--- config.mk ---
export PLATFORM = sky130hd
export DESIGN_NAME = led_walk_sequencer
export DESIGN_NICKNAME = d
export VERILOG_FILES = /design/src/rtl/led_seq_pkg.sv /design/src/rtl/led_step_timer.sv /design/src/rtl/led_walk_sequencer.sv
export SDC_FILE = /design/constraint.sdc
export NUM_CORES = 1
export LEC_CHECK = 0
export ABC_AREA = 1
export CORE_MARGIN = 5
export CORE_UTILIZATION = 52
export CTS_CLUSTER_SIZE = 28
export DETAILED_ROUTE_END_ITERATION = 16
export GPL_TIMING_DRIVEN = 0
export PLACE_DENSITY = 0.77
export SYNTH_ARGS = -nofsm -noshare
export SYNTH_HDL_FRONTEND = slang
export SYNTH_HIERARCHICAL = 1
export SYNTH_SLANG_ARGS = --single-unit
export TNS_END_PERCENT = 100
--- constraint.sdc ---
create_clock -name i_clk -period 1.76 [get_ports i_clk]
set_input_delay 0.352 -clock i_clk [delete_from_list [all_inputs] [get_ports i_clk]]
set_output_delay 0.352 -clock i_clk [all_outputs]
set_load 0.1 [all_outputs]
--- src/rtl/led_seq_pkg.sv ---
// Shared definitions for the LED walk sequencer: FSM state encoding and
// bounce-geometry helpers. Ports: none (package).
package led_seq_pkg;

   typedef enum logic [1:0] {
      ST_IDLE = 2'd0,
      ST_RUN  = 2'd1,
      ST_DONE = 2'd2
   } seq_state_e;

   localparam int unsigned NLEDS_DEF = 8;

   // Steps in one full bounce (out and back) across nleds outputs
   function automatic int unsigned period_f(input int unsigned nleds);
      return 2 * (nleds - 1);
   endfunction

   // Width of the position register for an nleds-wide bar
   function automatic int unsigned pos_w_f(input int unsigned nleds);
      return $clog2(period_f(nleds));
   endfunction

   localparam int unsigned PERIOD = period_f(NLEDS_DEF);
   localparam int unsigned POS_W  = pos_w_f(NLEDS_DEF);

endpackage

--- src/rtl/led_step_timer.sv ---
// Loadable step divider: counts 0..i_div and raises o_strobe on the terminal
// count, then wraps. i_clear forces the count to zero.
// Ports: i_clk, i_reset (async, active-high), i_clear, i_div, o_strobe.
module led_step_timer #(
   parameter int unsigned DIV_W = 24
) (
   input  logic             i_clk,
   input  logic             i_reset,
   input  logic             i_clear,
   input  logic [DIV_W-1:0] i_div,
   output logic             o_strobe
);

   logic [DIV_W-1:0] cnt_q;

   // Strobe is decoded from the count so step k lands exactly k*(div+1) edges in
   assign o_strobe = (cnt_q == i_div);

   always_ff @(posedge i_clk or posedge i_reset) begin
      if (i_reset) begin
         cnt_q <= '0;
      end else if (i_clear || o_strobe) begin
         cnt_q <= '0;
      end else begin
         cnt_q <= cnt_q + DIV_W'(1);
      end
   end

   a_cnt_le_div: assert property (@(posedge i_clk) disable iff (i_reset) cnt_q <= i_div);

endmodule

--- src/rtl/led_walk_sequencer.sv ---
// Command-driven LED walk controller: accepts {div, sweeps} over valid/ready,
// bounces one lit LED across NLEDS outputs once per step, reports busy/done.
// Ports: i_clk, i_reset (async, active-high), i_cmd_valid/o_cmd_ready,
//        i_cmd_div, i_cmd_sweeps, i_abort, o_busy, o_done, o_led (one-hot).
module led_walk_sequencer
   import led_seq_pkg::*;
#(
   parameter int unsigned NLEDS = NLEDS_DEF,
   parameter int unsigned DIV_W = 24,
   parameter int unsigned SWP_W = 8
) (
   input  logic             i_clk,
   input  logic             i_reset,
   input  logic             i_cmd_valid,
   output logic             o_cmd_ready,
   input  logic [DIV_W-1:0] i_cmd_div,
   input  logic [SWP_W-1:0] i_cmd_sweeps,
   input  logic             i_abort,
   output logic             o_busy,
   output logic             o_done,
   output logic [NLEDS-1:0] o_led
);

   localparam int unsigned STEPS = period_f(NLEDS);
   localparam int unsigned PW    = pos_w_f(NLEDS);

   seq_state_e       state_q;
   logic [DIV_W-1:0] div_q;
   logic [SWP_W-1:0] sweeps_q;
   logic [SWP_W-1:0] swd_q;
   logic [PW-1:0]    pos_q;
   logic [NLEDS-1:0] led_q;
   logic             busy_q;
   logic             done_q;
   logic             ready_q;

   logic             strobe_c;
   logic             wrap_c;
   logic             last_c;
   logic [PW-1:0]    pos_inc_c;
   logic [PW-1:0]    idx_c;
   logic [SWP_W-1:0] swd_inc_c;
   logic [NLEDS-1:0] led_nxt_c;

   // Divider is held cleared outside RUN so the first step is div+1 edges after accept
   led_step_timer #(
      .DIV_W (DIV_W)
   ) u_timer (
      .i_clk    (i_clk),
      .i_reset  (i_reset),
      .i_clear  (state_q != ST_RUN),
      .i_div    (div_q),
      .o_strobe (strobe_c)
   );

   // Next position and its LED: positions past the far end fold back toward bit 0
   always_comb begin
      wrap_c    = (pos_q == PW'(STEPS - 1));
      pos_inc_c = wrap_c ? '0 : pos_q + PW'(1);
      idx_c     = (32'(pos_inc_c) < NLEDS) ? pos_inc_c : PW'(STEPS - 32'(pos_inc_c));
      led_nxt_c = NLEDS'(1) << idx_c;
      swd_inc_c = swd_q + SWP_W'(1);
      last_c    = (sweeps_q != '0) && (swd_inc_c == sweeps_q);
   end

   // Sequencer FSM with registered outputs
   always_ff @(posedge i_clk or posedge i_reset) begin
      if (i_reset) begin
         state_q  <= ST_IDLE;
         div_q    <= '0;
         sweeps_q <= '0;
         swd_q    <= '0;
         pos_q    <= '0;
         led_q    <= NLEDS'(1);
         busy_q   <= 1'b0;
         done_q   <= 1'b0;
         ready_q  <= 1'b1;
      end else begin
         done_q <= 1'b0;
         case (state_q)
            ST_IDLE: begin
               led_q <= NLEDS'(1);
               if (i_cmd_valid && ready_q) begin
                  div_q    <= i_cmd_div;
                  sweeps_q <= i_cmd_sweeps;
                  swd_q    <= '0;
                  pos_q    <= '0;
                  state_q  <= ST_RUN;
                  busy_q   <= 1'b1;
                  ready_q  <= 1'b0;
               end
            end
            ST_RUN: begin
               // Abort takes priority over a coincident step or completion
               if (i_abort) begin
                  state_q <= ST_IDLE;
                  led_q   <= NLEDS'(1);
                  busy_q  <= 1'b0;
                  ready_q <= 1'b1;
               end else if (strobe_c) begin
                  pos_q <= pos_inc_c;
                  led_q <= led_nxt_c;
                  if (wrap_c) begin
                     swd_q <= swd_inc_c;
                     if (last_c) begin
                        state_q <= ST_DONE;
                        busy_q  <= 1'b0;
                        done_q  <= 1'b1;
                     end
                  end
               end
            end
            ST_DONE: begin
               state_q <= ST_IDLE;
               ready_q <= 1'b1;
            end
            default: begin
               state_q <= ST_IDLE;
               led_q   <= NLEDS'(1);
               busy_q  <= 1'b0;
               ready_q <= 1'b1;
            end
         endcase
      end
   end

   assign o_led       = led_q;
   assign o_busy      = busy_q;
   assign o_done      = done_q;
   assign o_cmd_ready = ready_q;

   a_led_onehot: assert property (@(posedge i_clk) disable iff (i_reset) $onehot(o_led));
   a_pos_range:  assert property (@(posedge i_clk) disable iff (i_reset) 32'(pos_q) < STEPS);
   a_busy_run:   assert property (@(posedge i_clk) disable iff (i_reset)
                                  busy_q == (state_q == ST_RUN));

endmodule

# Yosys cells after proc, flatten, opt, wreduce, memory -nomap -nowiden
# Index checks and enable logic that the tools add are counted.
[word_totals]
register_bits = 81
latchBits = 0
ramBits = 0
rom_bits = 0
out_inout_bits = 11
word_cells = 79
n_memories = 0
[classes]
addsub = 4
n_mul = 0
n_div = 0
n_lt_le_gt_ge = 1
eq_ne = 14
shifts = 1
mux = 35
n_bitwise = 1
reduce_logical = 13
[op_table]
columns = ["operator", "count"]
rows = [
  ["$mux W8", 6],
  ["$pmux W8 S2", 2],
  ["$add A24 B1 Y24 const B", 1],
  ["$eq A24 B24 Y1", 1],
  ["$mux W24", 1],
  ["$mux W4", 5],
  ["$mux W1", 12],
  ["$mux W2", 5],
  ["$reduce_and A5 Y1", 2],
  ["$add A8 B1 Y8 const B", 1],
  ["$eq A8 B8 Y1", 1],
  ["$ne A2 B2 Y1 const B", 4],
  ["$pmux W4 S2", 1],
  ["$reduce_and A4 Y1", 2],
  ["$reduce_bool A8 Y1", 1],
  ["$shl A1 B4 Y8 const A", 1],
  ["$ne A3 B3 Y1 const B", 2],
  ["$reduce_and A2 Y1", 3],
  ["$add A4 B1 Y4 const B", 1],
  ["$eq A4 B4 Y1 const B", 1],
  ["$lt A4 B4 Y1 const B", 1],
  ["$ne A2 B1 Y1 const B", 2],
  ["$pmux W2 S2", 1],
  ["$sub A4 B4 Y4 const A", 1],
  ["other kinds (10)", 11],
]

# Depth between registers and ports, before layout
# Gate-level depths: netlist of the first run.
[depth]
word_depth = 8
ltp_mapped = 16

# Hierarchy
# The synthesis of the first run kept the hierarchy.
[modules_own_cells]
columns = ["mod", "n_inst", "cells_per_inst", "area_each_um2", "seq_area_each_um2"]
rows = [
  ["led_walk_sequencer", 1, 300, 2737.6, 1428.9],
  ["led_step_timer", 1, 283, 1826.8, 600.6],
]

# Worst setup path before layout of the first run
# No wires, ideal clock.
[synth_path]
path_type = "register to register"
start = "register ready_q, in the netlist o_cmd_ready"
end = "register swd_q[1]"
setup_ps = 136
arrival_ps = 1709
required_ps = 1624
slack_ps = -85
path_stages_with_launch = 6
path_buffers = 0
synth_period_minus_slack_ps = 1845
path_cell_list = "dfstp_2 > nand3_2 > o21ai_2 > o21ai_0 > a21oi_2 > o22ai_1"
[synth_between]
elab_chain_cells = 3
[synth_lines]
columns = ["item", "line_no", "source"]
rows = [
  ["start, declared", "led_walk_sequencer.sv:35", "logic ready_q;"],
  ["start signal, assigned", "led_walk_sequencer.sv:77", "ready_q <= 1'b1;"],
  ["start signal, assigned", "led_walk_sequencer.sv:90", "ready_q <= 1'b0;"],
  ["start signal, assigned", "led_walk_sequencer.sv:99", "ready_q <= 1'b1;"],
  ["$logic_and A1 B1 Y1", "led_walk_sequencer.sv:83", "if (i_cmd_valid && ready_q) begin"],
  ["$ne A2 B2 Y1 (no line)", "--", ""],
  ["$reduce_and A5 Y1 (no line)", "--", ""],
  ["end signal, assigned", "led_walk_sequencer.sv:104", "swd_q <= swd_inc_c;"],
  ["end, declared", "led_walk_sequencer.sv:30", "logic [SWP_W-1:0] swd_q;"],
]
# Every way passes these cells.
# A chain may end at the register's enable or synchronous reset.

# Worst setup path after layout of the first run
[layout_path]
start = "register u_timer.cnt_q[12]"
end = "register swd_q[0]"
[layout_between]
elab_chain_cells = 3
[layout_lines]
columns = ["item", "line_no", "source"]
rows = [
  ["start, declared", "led_step_timer.sv:14", "logic [DIV_W-1:0] cnt_q;"],
  ["start signal, assigned", "led_step_timer.sv:25", "cnt_q <= cnt_q + DIV_W'(1);"],
  ["$eq A24 B24 Y1", "led_step_timer.sv:17", "assign o_strobe = (cnt_q == i_div);"],
  ["via strobe_c", "led_walk_sequencer.sv:37", "logic strobe_c;"],
  ["$ne A2 B1 Y1 (no line)", "--", ""],
  ["$reduce_and A5 Y1 (no line)", "--", ""],
]
# The timed path passes the listed nets, and every way through them passes these cells.

==> out/metrics.csv, run 1 <==
metric,value,unit
status,"complete, but fails checks",
violated checks,setup timing,
clk slew on worst S/H paths,0.09,ns
worst setup path startpoint,u_timer/cnt_q[12],
area occupied by registers,0.00204,mm²
Nets,733,
fin. max-slew vios,0,
Initial Util,0.529,
area share of the largest cell type after synthesis,0.433,
syn avg cell area,7.83,µm²
crit end category,register,
first-iteration detailed-routing DRC count,193,
unrepaired setup endpoints after global routing,yes,
area occupied by multi-input gates,0.00231,mm²
Tcrit/Tclk final,1.14,
DR vias/cell,5.17,
Post-Synth XOR/XNOR Area,0.0400,
largest net degree at the start of global routing,39,
Max Cap Violations,0,
drt first pass iters,5,
Max Freq,497,MHz
Util after Layout,0.689,
DRT Wirelength,11.0,mm
IO buf count,46,
max_slew headroom,0.395,
CTS tree,built,
H-tree depth,3,
Yosys warnings,6,
mux cell area share after synthesis,0.0592,
clk buf depth,2,
die area,0.0108,mm²
# IOs,47,
Final Skew,0.00879,ns
Post-synth EDFFs,0,
actual slew at the worst max-slew pin,0.906,ns
"Slowest-stage cell, CP",dfrtp_1,
main flop type after synthesis,dfrtp_1,
Crit Reg-Reg Startpoint,u_timer/cnt_q[12],
Pwr Total,7290,µW
CP required,1.99,ns
share of post-route cells with drive strength above 1,0.279,
first-pass GRT wire length,18.3,mm
Post-Synth Adder-Cell Area,0.0192,
worst vdd ir,1.08,mV
critical path class,reg -> reg,
post-route ant nets,0,
Fill cells,649,
Max Fanout on Critical Path,8,
"Cell Area, Synth",0.00456,mm²
Synth area leader,dfrtp_1,
Inserted Clock Buffers,9,
vias in the first global route,4204,
critical-path cell list,inv_2 > nand2_1 > nand2_1 > nor2_1 > nand2_1 > nor2_2 > nand3_2 > inv_2 > inv_2 > o21ai_4 > buf_4 > o21ai_4 > a21oi_4 > a21oi_1,
die height,104,µm
DRC,0,
"Hold Vio Cnt, Final",0,
critical path arrival,2.24,ns
CP max stage delay,0.39,ns
Detail Placement HPWL,7.31,mm
initial antenna violation count,0,
Mapped Cells,583,
PwrDens,1230,mW/mm²
WL/cell,13.7,µm
largest family of logic cells by synthesized area,simple AND/OR/NAND/NOR gates,
area share of and/or/nand/nor cells after synthesis,0.307,
clk sinks,81,
Antenna diodes,0,
global-route usage over all layers,0.202,
Final WS setup,-0.254,ns
core box area,0.00864,mm²
Leak,0.00283,µW
flop-to-flop setup slack,-0.25,ns
std cell rows,34,
hold crit path type,in -> async,
Synth cell types,33,
chip width,104,µm
Synth Area in Compound Gates,0.0488,
#FFs+latches synth,81,
most common cell in the netlist,nand2_1,
Startpoint Class,register,
clk root buf,clkbuf_8,
DR vias,4154,
fin crit period,2.01,ns
setup violators final,24,
remaining global-route overflow,0,
syn nets,626,
GP Congestion,0.889,
most frequent cells after synthesis,"173 x nand2_1, 79 x dfrtp_1, 78 x inv_1",
later-pin clock latency in the skew report,0.36,ns
synth top area cells,"dfrtp_1 43%, nand2_1 14%, inv_1 6.4%",
sequential-to-total area share from yosys stat,0.445,
Layout area overhead,30.3,%
"FFs w/ async S/R, synth",1.00,
==> repair_timing <==
action,4_1_cts,5_1_grt
setup buffers,40,9
pin swaps,16,12
resized for setup,68,24
endpoints found under the setup margin,34,24
hold buffers,0,0
==> kinds of logic after synthesis <==
logic type                 after synthesis
xor gates and xnor gates                20
and+or+nand+nor                        317
DFF                                     81
AOI/OAI and AO/OA                       40
adders and majority gates                7
buffers and inverters                   94
muxes                                   24
==> worst paths after layout <==
kind	endpoint	cells past startpoint
min in group i_clk	o_busy	2
max in group asynchronous	u_timer/cnt_q[20]	2
worst min-delay path	div_q[10]	2
worst min register to register	o_busy	2
worst max-delay path	swd_q[0]	14
worst max register to register	swd_q[0]	14
==> per-stage QoR <==
stage	cell area, µm²	instances	setup slack, ns	TNS [ns]	hold WS, ns
2_1_floorplan	4570	583	0.0117	0	0.367
3_3_place_gp	5170	737	-1.06	-68.70	0.462
3_5_place_dp	5190	738	-0.433	-11.12	0.463
4_1_cts	5790	794	-0.238	-4.10	0.361
5_1_grt	5950	803	-0.409	-7.08	0.392
6_report	5950	803	-0.254	-4.12	0.351
==> metal layers <==
metal	global-route usage	up-vias	wire length, µm
met3	0.0342	37	429
met1	0.244	1966	4610
li1	-	2032	-
met4	0.0934	0	320
met5	0	-	0
met2	0.348	119	5620
==> state kept, by name, indices dropped and copies added (netlist names) <==
signal,cells
o_cmd_ready,1
u_timer/cnt_q,24
pos_q,4
o_led,8
state_q,2
swd_q,8
o_done,1
div_q,24
sweeps_q,8
o_busy,1
==> power by group <==
part | internal (µW) | total, µW | switching (µW)
clock network | 804 | 1520 | 713
registers | 2390 | 2820 | 427
logic | 1210 | 2950 | 1740
==> final cells by class <==
class,count,area share
repair buffers,96,0.145
clock inverters,6,0.0156
flip-flops and latches,81,0.343
plain buffers,6,0.00694
multi-input cells,408,0.389
clock buffers,10,0.0215
well taps,108,0.0227
inverters,88,0.0562
==> critical path: cells and delay by family, from the launching register on <==
kind	cells	cell delay (ns)
DFF	1	0.39
AOI/OAI and AO/OA	4	0.61
buffers and inverters	4	0.34
and+or+nand+nor	6	0.53
==> placed cells by master, fill, tap and decap left out, types with 3 or more instances in the layout <==
master	instances
nand2_1	166
buf_6	4
o21ai_0	3
nor3_1	6
a21oi_1	10
dfrtp_2	7
dfrtp_1	72
clkdlybuf4s15_2	9
inv_2	17
clkdlybuf4s50_1	35
clkbuf_8	9
nand3_1	27
mux2_2	24
nand3_2	5
xor2_1	16
nor2_4	7
nand2_2	8
o21ai_1	6
buf_4	48
buf_2	4
inv_1	69
nor2_2	17
xnor2_1	3
o22ai_2	5
nor2_1	65
o21ai_2	5
nand2_4	3
o22ai_1	5
nand4_1	8
ha_1	6
(Power assumes the default switching activity.)
==> inputs of run 2 (changes only) <==
- ABC_AREA: 1 -> default
==> out/metrics.csv, run 2 <==
metric,value,unit,change
status,"complete, but fails checks",,
violated checks,setup timing,,
unrepaired setup endpoints after global routing,yes,,
CP max stage delay,0.40,ns,about the same
Synth area leader,dfrtp_1,,
Mapped Cells,425,,-27%
reg2reg end,swd_q[6],,
Synth cell types,57,,+73%
actual slew at the worst max-slew pin,0.990,ns,+0.0838 ns
Seq pwr share,0.505,,+0.118
largest net degree at the start of global routing,43,,+10%
Detail Placement HPWL,7.45,mm,+2.0%
crit end category,register,,
Final WS setup,-0.738,ns,-0.484 ns
CP required,2.00,ns,about the same
Nets,562,,-23%
syn nets,468,,-25%
IO buf count,46,,unchanged
Tcrit/Tclk final,1.42,,+0.275
max_slew headroom,0.340,,-0.0559
vias in the first global route,3780,,-10%
fin. max-slew vios,0,,unchanged
syn avg cell area,10.6,µm²,+35%
clk slew on worst S/H paths,0.08,ns,about the same
area share of the largest cell type after synthesis,0.440,,+0.00675
Max Fanout on Critical Path,10,,+2
combinational power share,0.034,,-0.371
die height,103,µm,-0.70%
WL/cell,19.5,µm,+43%
Max Cap Violations,0,,unchanged
Post-synth EDFFs,0,,unchanged
critical-path cell list,clkbuf_8 > xnor2_2 > nand4_1 > nor2_4 > clkbuf_4 > and2_4 > nand3b_1 > a21o_1 > a21o_4 > o21ai_2 > o41ai_2,,
hold crit path type,in -> async,,
Leak,0.00252,µW,-11%
std cell rows,34,,unchanged
synth top area cells,"dfrtp_1 44%, mux2_2 8.3%, xnor2_1 8.2%",,
H-tree depth,3,,unchanged
setup violators final,48,,+100%
# IOs,47,,unchanged
first-iteration detailed-routing DRC count,242,,+25%
initial antenna violation count,0,,unchanged
Startpoint Class,register,,
sequential-to-total area share from yosys stat,0.452,,+0.00693
"Cell Area, Synth",0.00449,mm²,-1.5%
clk root buf,clkbuf_8,,
critical path class,reg -> reg,,
Max Freq,400,MHz,-19%
"Slowest-stage cell, CP",dfrtp_1,,
Worst Setup Slack post-DPL,-1.21,ns,-0.775 ns
DR vias,3930,,-5.4%
Initial Util,0.526,,-0.00294
Clock Power Share,0.461,,+0.253
share of post-route cells with drive strength above 1,0.403,,+0.124
hold-fix buffers at CTS,0,,unchanged
remaining global-route overflow,0,,unchanged
global-route usage over all layers,0.229,,+0.0278
die area,0.0106,mm²,-1.4%
post-route ant nets,0,,unchanged
first-pass GRT wire length,19.0,mm,+3.6%
"most common cell after layout, fill and taps aside",dfrtp_1,,
CTS tree,built,,
R2R depth,11,,-3
Top Registers,"div_q x24, u_timer/cnt_q x24",,
Switching Share,0.207,,-0.187
Yosys warnings,6,,unchanged
clk buf depth,2,,unchanged
DR vias/cell,6.22,,+20%
WHS,0.320,ns,-0.0305 ns
"Hold Vio Cnt, Final",0,,unchanged
main flop type after synthesis,dfrtp_1,,
drt first pass iters,5,,unchanged
fin crit period,2.50,ns,+0.484 ns
"FFs w/ async S/R, synth",1.00,,unchanged
GP Congestion,0.869,,-2.2%
DRC,0,,unchanged
P_sw,764,µW,-73%
"commonest non-fill, non-tap cells in the layout","69 x dfrtp_1, 35 x clkdlybuf4s50_1, 34 x xnor2_1",,
core box area,0.00855,mm²,-0.99%
post-route setup TNS,-18.12,ns,-14.00 ns
DRT Wirelength,12.3,mm,+12%
most common cell in the netlist,dfrtp_1,,
most frequent cells after synthesis,"79 x dfrtp_1, 42 x xnor2_1, 33 x mux2_2",,
cell internal pwr,2920,µW,-34%
Inserted Clock Buffers,9,,unchanged
Layout area overhead,37.3,%,
later-pin clock latency in the skew report,0.36,ns,about the same
PwrDens,596,mW/mm²,-51%
#FFs+latches synth,81,,unchanged
critical path arrival,2.74,ns,+0.50 ns
Antenna diodes,0,,unchanged
Final Skew,0.0135,ns,+0.00471 ns
flop-to-flop setup slack,-0.74,ns,-0.48 ns
worst vdd ir,0.388,mV,-64%
clk sinks,81,,unchanged
chip width,103,µm,-0.70%
Crit Reg-Reg Startpoint,u_timer/cnt_q[2],,
-- run 2: layout make-up --
type	instances	area, µm²
fillers	536	2380
inverters	11	41.3
plain buffers	25	208
well taps	108	135
flip-flops and latches	81	2050
clock buffers	10	138
clock inverters	6	115
repair buffers	86	828
multi-input cells	305	2660
-- run 2: worst max-delay path by stage --
stage / from / to / depth (start not counted)
detailed placement: u_timer/cnt_q[2] / swd_q[6] / 12
global placement: i_reset / swd_q[0] / 2
CTS: div_q[11] / swd_q[6] / 10
floorplan: u_timer/cnt_q[6] / swd_q[1] / 10
global route: div_q[21] / swd_q[6] / 10
finish: u_timer/cnt_q[2] / swd_q[6] / 11
-- run 2: metal layers --
layer	wire (µm)	global-route usage	share of wire	vias to the layer above
met1	4870	0.287	0.39	1947
met5	0	0	0	-
li1	-	-	-	1763
met3	664	0.0575	0.054	44
met4	485	0.0956	0.039	0
met2	6320	0.379	0.51	176
-- run 2: worst max-delay path, delay by kind of cell (launching register included) --
kind,cells,cell delay (ns)
AOI/OAI and AO/OA,4,0.66
and+or+nand+nor,4,0.72
xor gates and xnor gates,1,0.20
buffers and inverters,2,0.41
DFF,1,0.40
-- run 2: power by group through the flow --
stage               logic (µW)  clock network (µW)  registers, µW
finish                     126                1700           1860
global route               139                1790           1860
CTS                        129                1720           1860
detailed placement         128                   0           1900
global placement           121                   0           1900
floorplan                 29.4                   0           1900
-- run 2: kinds of logic after synthesis --
| kind of cell | count (synthesis) | share of synthesized area |
|---|---|---|
| flops | 81 | 0.452 |
| mux | 33 | 0.0827 |
| buf+inv | 39 | 0.0454 |
| simple gates | 123 | 0.152 |
| compound gates | 88 | 0.144 |
| xor+xnor | 54 | 0.105 |
| fa+ha+maj | 7 | 0.0195 |
-- run 2: what timing repair did --
item                                    CTS  global route
endpoints found under the setup margin   86            80
gates resized for setup                 101            52
pin swaps                                19            21
gates cloned                              0             1
buffers inserted                         24            16
-- run 2: metrics by stage --
step | util | instance area (µm²) | total power [µW] | instances
global placement | 0.606 | 5180 | 2020 | 579
finish | 0.722 | 6170 | 3680 | 632
CTS | 0.683 | 5840 | 3700 | 617
detailed placement | 0.608 | 5200 | 2020 | 580
global route | 0.722 | 6170 | 3790 | 632
floorplan | - | 4580 | 1930 | 425
